### src/rtl/gerador_eco.sv
// gerador_eco: ultrasonic-sensor echo emulator.
// On a trigger rising edge the block latches a 3-digit BCD distance, waits D
// clocks, then drives echo high for distance x R clocks and pulses pronto once.
// Optional feature macro: GERADOR_ECO_BCD_CHECK_EN (rejects non-BCD digits and
// reports them on erro; without it erro is tied low).
module gerador_eco #(
   parameter int R  = 10,
   parameter int N  = 4,
   parameter int D  = 100,
   parameter int ND = 7
) (
   input  logic       clock,
   input  logic       reset,
   input  logic       trigger,
   input  logic [3:0] digito0,
   input  logic [3:0] digito1,
   input  logic [3:0] digito2,
   output logic       echo,
   output logic       pronto,
   output logic       erro,
   output logic [2:0] db_estado
);

   typedef enum logic [2:0] {
      INICIAL    = 3'b000,
      PREPARACAO = 3'b001,
      ESPERA     = 3'b010,
      ECO        = 3'b011,
      FIM        = 3'b100,
      ERRO       = 3'b101
   } estado_t;

   estado_t        estado_q, estado_d;
   logic           trigger_q, trigger_d;
   logic           armado_q, armado_d;
   logic [11:0]    bcd_q, bcd_d;
   logic [ND-1:0]  atraso_q, atraso_d;
   logic [N-1:0]   tick_q, tick_d;
   logic           borda;

   // Decrement a 3-digit BCD value by one, borrowing 0 -> 9 into the next digit.
   // Non-BCD nibbles simply lose one, so out-of-range digits still count down.
   function automatic logic [11:0] bcd_dec(input logic [11:0] v);
      logic [11:0] r;
      logic        b;
      r = v;
      b = 1'b1;
      for (int i = 0; i < 3; i++) begin
         if (b) begin
            if (v[4*i +: 4] == 4'd0) begin
               r[4*i +: 4] = 4'd9;
            end else begin
               r[4*i +: 4] = v[4*i +: 4] - 4'd1;
               b = 1'b0;
            end
         end
      end
      return r;
   endfunction

   // armado_q only rises once trigger has been seen low after reset, so a
   // trigger already high when reset is released is not taken as an edge.
   assign borda     = trigger & ~trigger_q & armado_q;
   assign trigger_d = trigger;
   assign armado_d  = armado_q | ~trigger;

   // Next-state and counter logic.  The BCD counter is decremented once when
   // echo starts so that the exit test (counter 000, tick R-1) lands exactly
   // on the last of the V*R echo cycles.
   always_comb begin
      estado_d = estado_q;
      bcd_d    = bcd_q;
      atraso_d = atraso_q;
      tick_d   = tick_q;
      case (estado_q)
         INICIAL: begin
            if (borda) estado_d = PREPARACAO;
         end
         PREPARACAO: begin
            bcd_d    = {digito2, digito1, digito0};
            atraso_d = '0;
            tick_d   = '0;
`ifdef GERADOR_ECO_BCD_CHECK_EN
            if ((digito0 > 4'd9) || (digito1 > 4'd9) || (digito2 > 4'd9))
               estado_d = ERRO;
            else
               estado_d = ESPERA;
`else
            estado_d = ESPERA;
`endif
         end
         ESPERA: begin
            if (atraso_q == ND'(D - 1)) begin
               if (bcd_q == 12'h000) begin
                  estado_d = FIM;
               end else begin
                  estado_d = ECO;
                  bcd_d    = bcd_dec(bcd_q);
               end
            end else begin
               atraso_d = atraso_q + 1'b1;
            end
         end
         ECO: begin
            if (tick_q == N'(R - 1)) begin
               tick_d = '0;
               if (bcd_q == 12'h000) estado_d = FIM;
               else                  bcd_d    = bcd_dec(bcd_q);
            end else begin
               tick_d = tick_q + 1'b1;
            end
         end
         FIM: begin
            estado_d = INICIAL;
         end
`ifdef GERADOR_ECO_BCD_CHECK_EN
         ERRO: begin
            if (borda) estado_d = PREPARACAO;
         end
`endif
         default: begin
            estado_d = INICIAL;
         end
      endcase
   end

   // State, edge-detect and counter registers with asynchronous active-low reset.
   always_ff @(posedge clock or negedge reset) begin
      if (!reset) begin
         estado_q  <= INICIAL;
         trigger_q <= 1'b0;
         armado_q  <= 1'b0;
         bcd_q     <= '0;
         atraso_q  <= '0;
         tick_q    <= '0;
      end else begin
         estado_q  <= estado_d;
         trigger_q <= trigger_d;
         armado_q  <= armado_d;
         bcd_q     <= bcd_d;
         atraso_q  <= atraso_d;
         tick_q    <= tick_d;
      end
   end

   // Outputs are pure decodes of the registered state, so reset drops echo at once.
   assign echo      = (estado_q == ECO);
   assign pronto    = (estado_q == FIM);
   assign db_estado = estado_q;
`ifdef GERADOR_ECO_BCD_CHECK_EN
   assign erro      = (estado_q == ERRO);
`else
   assign erro      = 1'b0;
`endif

endmodule

### config.mk
export PLATFORM = sky130hd
export DESIGN_NAME = gerador_eco
export DESIGN_NICKNAME = d
export VERILOG_FILES = /design/src/rtl/gerador_eco.sv
export SDC_FILE = /design/constraint.sdc
export NUM_CORES = 1
export LEC_CHECK = 0
export BUFFER_PORTS_ARGS = -buffer_cell sky130_fd_sc_hd__buf_2
export CORE_MARGIN = 5
export CORE_UTILIZATION = 57
export DETAILED_ROUTE_END_ITERATION = 6
export GPL_ROUTABILITY_DRIVEN = 0
export PLACE_DENSITY = 0.79
export SLEW_MARGIN = 0
export SYNTH_ARGS = -nofsm -noshare
export SYNTH_HDL_FRONTEND = slang
export SYNTH_SLANG_ARGS = --single-unit
export TNS_END_PERCENT = 10
### constraint.sdc
create_clock -name clock -period 4.9 [get_ports clock]
set_input_delay 0 -clock clock [delete_from_list [all_inputs] [get_ports clock]]
set_output_delay 0 -clock clock [all_outputs]
set_load 0.005 [all_outputs]
-- After elaboration in Yosys (flattened, before gate mapping)
Index checks and enable logic that the tools add are counted.
- register bits after elaboration: 28
- latch bits: 0
- memory bits (writable): 0
- bits in read-only memories: 0
- input bits: 15
- output and inout bits: 6
- word-level logic and storage cells: 85
- memories kept: 0
- $add $sub $neg: 5
- multiply operators: 0
- divide/modulo/power cells: 0
- $lt $le $gt $ge: 0
- eq/ne operators: 17
- shift operators: 0
- muxes and demuxes: 37
- bitwise logic cells: 5
- reductions and logical operators: 13
- operators with widths (kind ; count):
    12-bit two-way mux ; 4
    12-bit case mux with 3 select lines ; 1
    4-bit two-way mux ; 8
    1-bit two-way mux ; 15
    3-bit two-way mux ; 5
    2-bit != test (second input constant) ; 7
    7-bit case mux with 2 select lines ; 1
    7-bit AND reduction ; 2
    12-bit zero test ; 1
    4-bit zero test ; 3
    3-bit case mux with 4 select lines ; 1
    4-bit by 1-bit subtractor with 4-bit output (second input constant) ; 3
    2-bit by 1-bit != test with 1-bit output (second input constant) ; 4
    4-bit case mux with 2 select lines ; 1
    7-bit by 1-bit adder with 7-bit output (second input constant) ; 1
    7-bit == test (second input constant) ; 1
    7-bit two-way mux ; 1
    3-bit by 2-bit == test with 1-bit output (second input constant) ; 2
    5-bit AND reduction ; 1
    4-bit by 1-bit adder with 4-bit output (second input constant) ; 1
    4-bit == test (second input constant) ; 1
    4-bit AND reduction ; 1
    2-bit nonzero test ; 2
    3-bit by 1-bit == test with 1-bit output (second input constant) ; 1
    7 further kinds ; 9

-- Logic depth before layout (Yosys ltp)
- word-level depth: 13
- gate-level depth with buffers: 7
- mapped depth without buffers: 7

-- Least setup slack after synthesis
Ideal clock, no wire load.
- path type: register to register
- start point: reg bcd_q[0]
- end point: reg bcd_q[10]
- setup time: 0.125 ns
- data arrival time: 1.859 ns
- data required time: 4.775 ns
- setup slack: 2.916 ns
- cell stages (with the launch flop): 6
- buffers on the path: 0
- period minus slack after synthesis: 1.984 ns
- cells stage by stage: dfrtp_1 > or4_1 > o21ba_1 > o211ai_4 > a21oi_4 > mux2_4
- word-level cells in the longest chain between the ends: 11
- elaborated cells between the ends (all ways): 21
- classes of those cells: eq/ne (4); mux (14); reduce/logical (3)
- RTL lines (element ; RTL line ; source):
    start: declaration ; 36 ; logic [11:0] bcd_q, bcd_d;
    start signal: assignment ; 133 ; bcd_q <= '0;
    start signal: assignment ; 140 ; bcd_q <= bcd_d;
    4-bit zero test ; 50 ; if (v[4*i +: 4] == 4'd0) begin
    1-bit two-way mux ; 50 ;
    1-bit two-way mux ; 94 ; if (bcd_q == 12'h000) begin
    1-bit two-way mux, on equally long branches ; 93, 105 ;
    1-bit two-way mux ; 75 ; case (estado_q)
    1-bit two-way mux ; 49 ; if (b) begin
    1-bit two-way mux, on equally long branches ; 94, 107 ;
    1-bit two-way mux, on equally long branches ; 93, 105 ;
    1-bit two-way mux ; 75 ;
    2-bit != test (no source line) or 2-bit by 1-bit != test with 1-bit output (tied branches) ; -- ;
    7-bit AND reduction (no source line) (*) ; -- ;
Mark *: on every way between the ends. The rest lies on a longest branch, timed or not. The select of a mux whose other input is x is not followed.
A chain may end at the register's enable or synchronous reset.

-- Worst setup path after layout
- start point: reg bcd_q[4]
- end point: reg bcd_q[10]
- word-level cells in the longest chain between the ends: 8
- elaborated cells between the ends (all ways): 16
- classes of those cells: eq/ne (4); mux (9); reduce/logical (3)
- RTL lines (element ; RTL line):
    4-bit zero test ; 50
    1-bit two-way mux ; 50
    1-bit two-way mux ; 49
    1-bit two-way mux, on equally long branches ; 94, 107
    1-bit two-way mux, on equally long branches ; 93, 105
    1-bit two-way mux ; 75
    2-bit != test (no source line) or 2-bit by 1-bit != test with 1-bit output (tied branches) ; --
    7-bit AND reduction (no source line) (*) ; --
Marks and branches as above.

==> flow_summary.ini <==
[outcome]
status = completed

[synth]
synth-warning-count = 0
netlist_area_mm2 = 0.00162
yosysUniqueCellTypes = 46
yosysTopAreaCellShare = 0.433
yosys_register_bits = 28
synth_area_leader_cell = dfrtp_1
synth.avg_cell_area_um2 = 9.15
syn_inst = 177
synthTopCellsByArea = dfrtp_1, o21ai_0, nor2_1, a21oi_1, nand2_1
synthesis.nets = 195
ys_seq_area_frac = 0.433
synth_commonest_cells = dfrtp_1, nor2_1, o21ai_0, nand2_1, a21oi_1
synth_edf_count = 0
yosysMostFrequentCell = dfrtp_1
async_flop_share = 1.00
synth_ff_type = dfrtp_1

[pwr]
p_leak_uw = 0.000814
vdd_drop_max_mv = 0.344
design_power_total_uw = 948
power_density_mw_per_mm2 = 519

[cts]
cts_tree = yes
cts_buffer_depth = 2
insertion_delay_ns = 0.33
htree_levels = 1
post_cts_buffers = 0
clock_sinks = 28
cts_buffers = 3
cts-root-buf = clkbuf_4
cts_resized = 0
clk_pin_slew_ns = 0.16

[worst_setup_path]
worstPathMaxFanout = 8
r2r_setup_slack_ns = 2.69
worstSetupStartpoint = bcd_q[4]
max_stage_delay_ns = 0.61
crit_chain = or4_4 > o21ba_1 > o211ai_4 > a21oi_4 > mux2_4
worst-setup-path-type = reg -> reg
rr_startpoint = bcd_q[4]
worstRegToRegCells = 5
critPathArrivalTime_ns = 2.43
cp.buffers_inverters = 0
cpMaxStageDelayCell = or4_4
critPathRequiredTime_ns = 5.12
worstReg2RegEnd = bcd_q[10]
path_delay_family = compound AO/OA/AOI/OAI gates
start_kind = flop
cp-end-kind = flop
crit_end = bcd_q[10]
cp.depth = 5

[die]
initial_core_util = 0.592
die_w_um = 63.3
core-area_mm2 = 0.00273
core.rowCount = 19
io_pins = 21
die_h_um = 63.3
dieArea_mm2 = 0.00401

[drt]
dr.pass1.iters = 4
routed_wl_mm = 3.52
drcViolationCount = 0
dr_wl_met2_mm = 1.80
wl_per_cell_um = 15.2
routed_via_density = 6.19
dr_wl_met3_um = 218
met1_length_mm = 1.45
num_vias = 1431
highest_layer = met4
drtIter0Drc = 88
ant_nets = 0

[finish]
fill_cells = 211
drive_above_1_share = 0.165
final_nets = 219
syn2layout_area_growth_pct = 12.9
regArea_um2 = 701
diodes = 0
multiInputGateArea_um2 = 876
post-route-util = 0.669

[hold_path]
hp-class = in -> reg

[sta]
hold_viol_final = 0
slew_violations = 0
relSlewSlack = 0.437
fmax_ghz = 0.453
finalCriticalPeriod_ns = 2.21
grt_setup_unrepaired = false
post-route-period-util = 0.450
fin_ws_ns = 2.69
finalSetupViolations = 0
tightest_slew_ns = 0.842
tns_ns = 0
skew_ns = 0.0148

[placed_design]
post-dp-hpwl_mm = 2.55
io_buffers = 19
dp_slack_ns = 2.76

[global_routing]
grt_max_degree = 29
track_usage = 0.183
grt_pass1_vias = 1442
grt_pass1_wl_mm = 6.09
antenna_found_initial = 0
gr-total-overflow = 0

[flow_run]
drv_cap = 0
==> report_power, final <==
group / total, µW / internal [µW] / switching, µW
Sequential: 444 / 324 / 120
Clock: 114 / 45.5 / 68.9
Combinational: 390 / 185 / 205
Total: 948 / 554 / 394
==> per-layer routing <==
layer / GRT usage / up-vias
met5: 0 / -
met1: 0.223 / 683
met4: 0.0623 / 0
met3: 0.0391 / 9
met2: 0.321 / 51
li1: - / 688
==> how the worst min path moves through the flow <==
stage	to	slack, ns	depth (start not counted)	start
global placement	tick_q[3]	0.04	1	reset
CTS	bcd_q[4]	0.0001	3	digito1[0]
floorplan	armado_q	-0.30	0	reset
finish	bcd_q[3]	0.01	4	digito0[3]
global route	bcd_q[3]	0.002	4	digito0[3]
detailed placement	tick_q[0]	0.06	1	reset
==> metrics by stage <==
step	area [µm²]	std cells	hold slack [ns]
after floorplan	1620	177	-0.296
after global placement	1720	220	0.0449
after detailed placement	1720	220	0.0572
after CTS	1830	231	0.0000976
after global routing	1830	231	0.00241
final	1830	231	0.00964
==> what timing repair did <==
| action | CTS | global route |
|---|---|---|
| hold buffers | 7 | 0 |
| endpoints found under the hold margin | 35 | 0 |
| setup endpoints to repair | 0 | 0 |
==> worst min-delay path: stages <==
cell and delay, ns:
buf_2 0.08, nor2_1 0.03, nor2_1 0.09, o22a_1 0.12
==> flip-flops by register name, indices dropped and copies added, names as in the netlist <==
name,cells
tick_q,4
bcd_q,12
trigger_q,1
db_estado,3
atraso_q,7
armado_q,1
==> placed cells by master (no fill, tap or decap), types with 2 or more instances in the layout <==
| cell type | netlist | layout |
|---|---|---|
| nand4_1 | 2 | 2 |
| nand3_1 | 3 | 3 |
| clkbuf_4 | 0 | 3 |
| nand3b_1 | 2 | 2 |
| a21oi_1 | 14 | 14 |
| mux2_4 | 3 | 3 |
| dlygate4sd3_1 | 0 | 7 |
| buf_2 | 1 | 19 |
| ha_1 | 3 | 3 |
| and3_1 | 4 | 4 |
| o2bb2ai_1 | 2 | 2 |
| nand2_1 | 16 | 16 |
| o22ai_1 | 2 | 2 |
| nor2_1 | 22 | 22 |
| o21ai_0 | 17 | 17 |
| nand2b_1 | 5 | 5 |
| a31oi_1 | 4 | 4 |
| or4_1 | 3 | 3 |
| o21a_1 | 3 | 3 |
| xor2_1 | 5 | 5 |
| inv_1 | 3 | 3 |
| nor3_1 | 5 | 5 |
| dfrtp_1 | 28 | 28 |
| or4b_2 | 2 | 2 |
==> final cells by class <==
| cell class | instances | area share |
|---|---|---|
| flip-flops and latches | 28 | 0.383 |
| multi-input cells | 139 | 0.479 |
| well taps | 31 | 0.0212 |
| inverters | 3 | 0.00616 |
| repair buffers | 26 | 0.0903 |
| clock buffers | 4 | 0.0198 |
==> cells by family (layout without fill, tap and decap cells) <==
kind of cell	count (synthesis)	count (layout)	share of synthesized area
and+or+nand+nor	74	74	0.247
AOI/OAI and AO/OA	53	53	0.214
DFF	28	28	0.433
buffers and inverters	10	33	0.0263
xor gates and xnor gates	5	5	0.0270
adders and majority gates	3	3	0.0232
muxes	3	3	0.0278
other	1	1	0.00232
(Power assumes the default switching activity.)
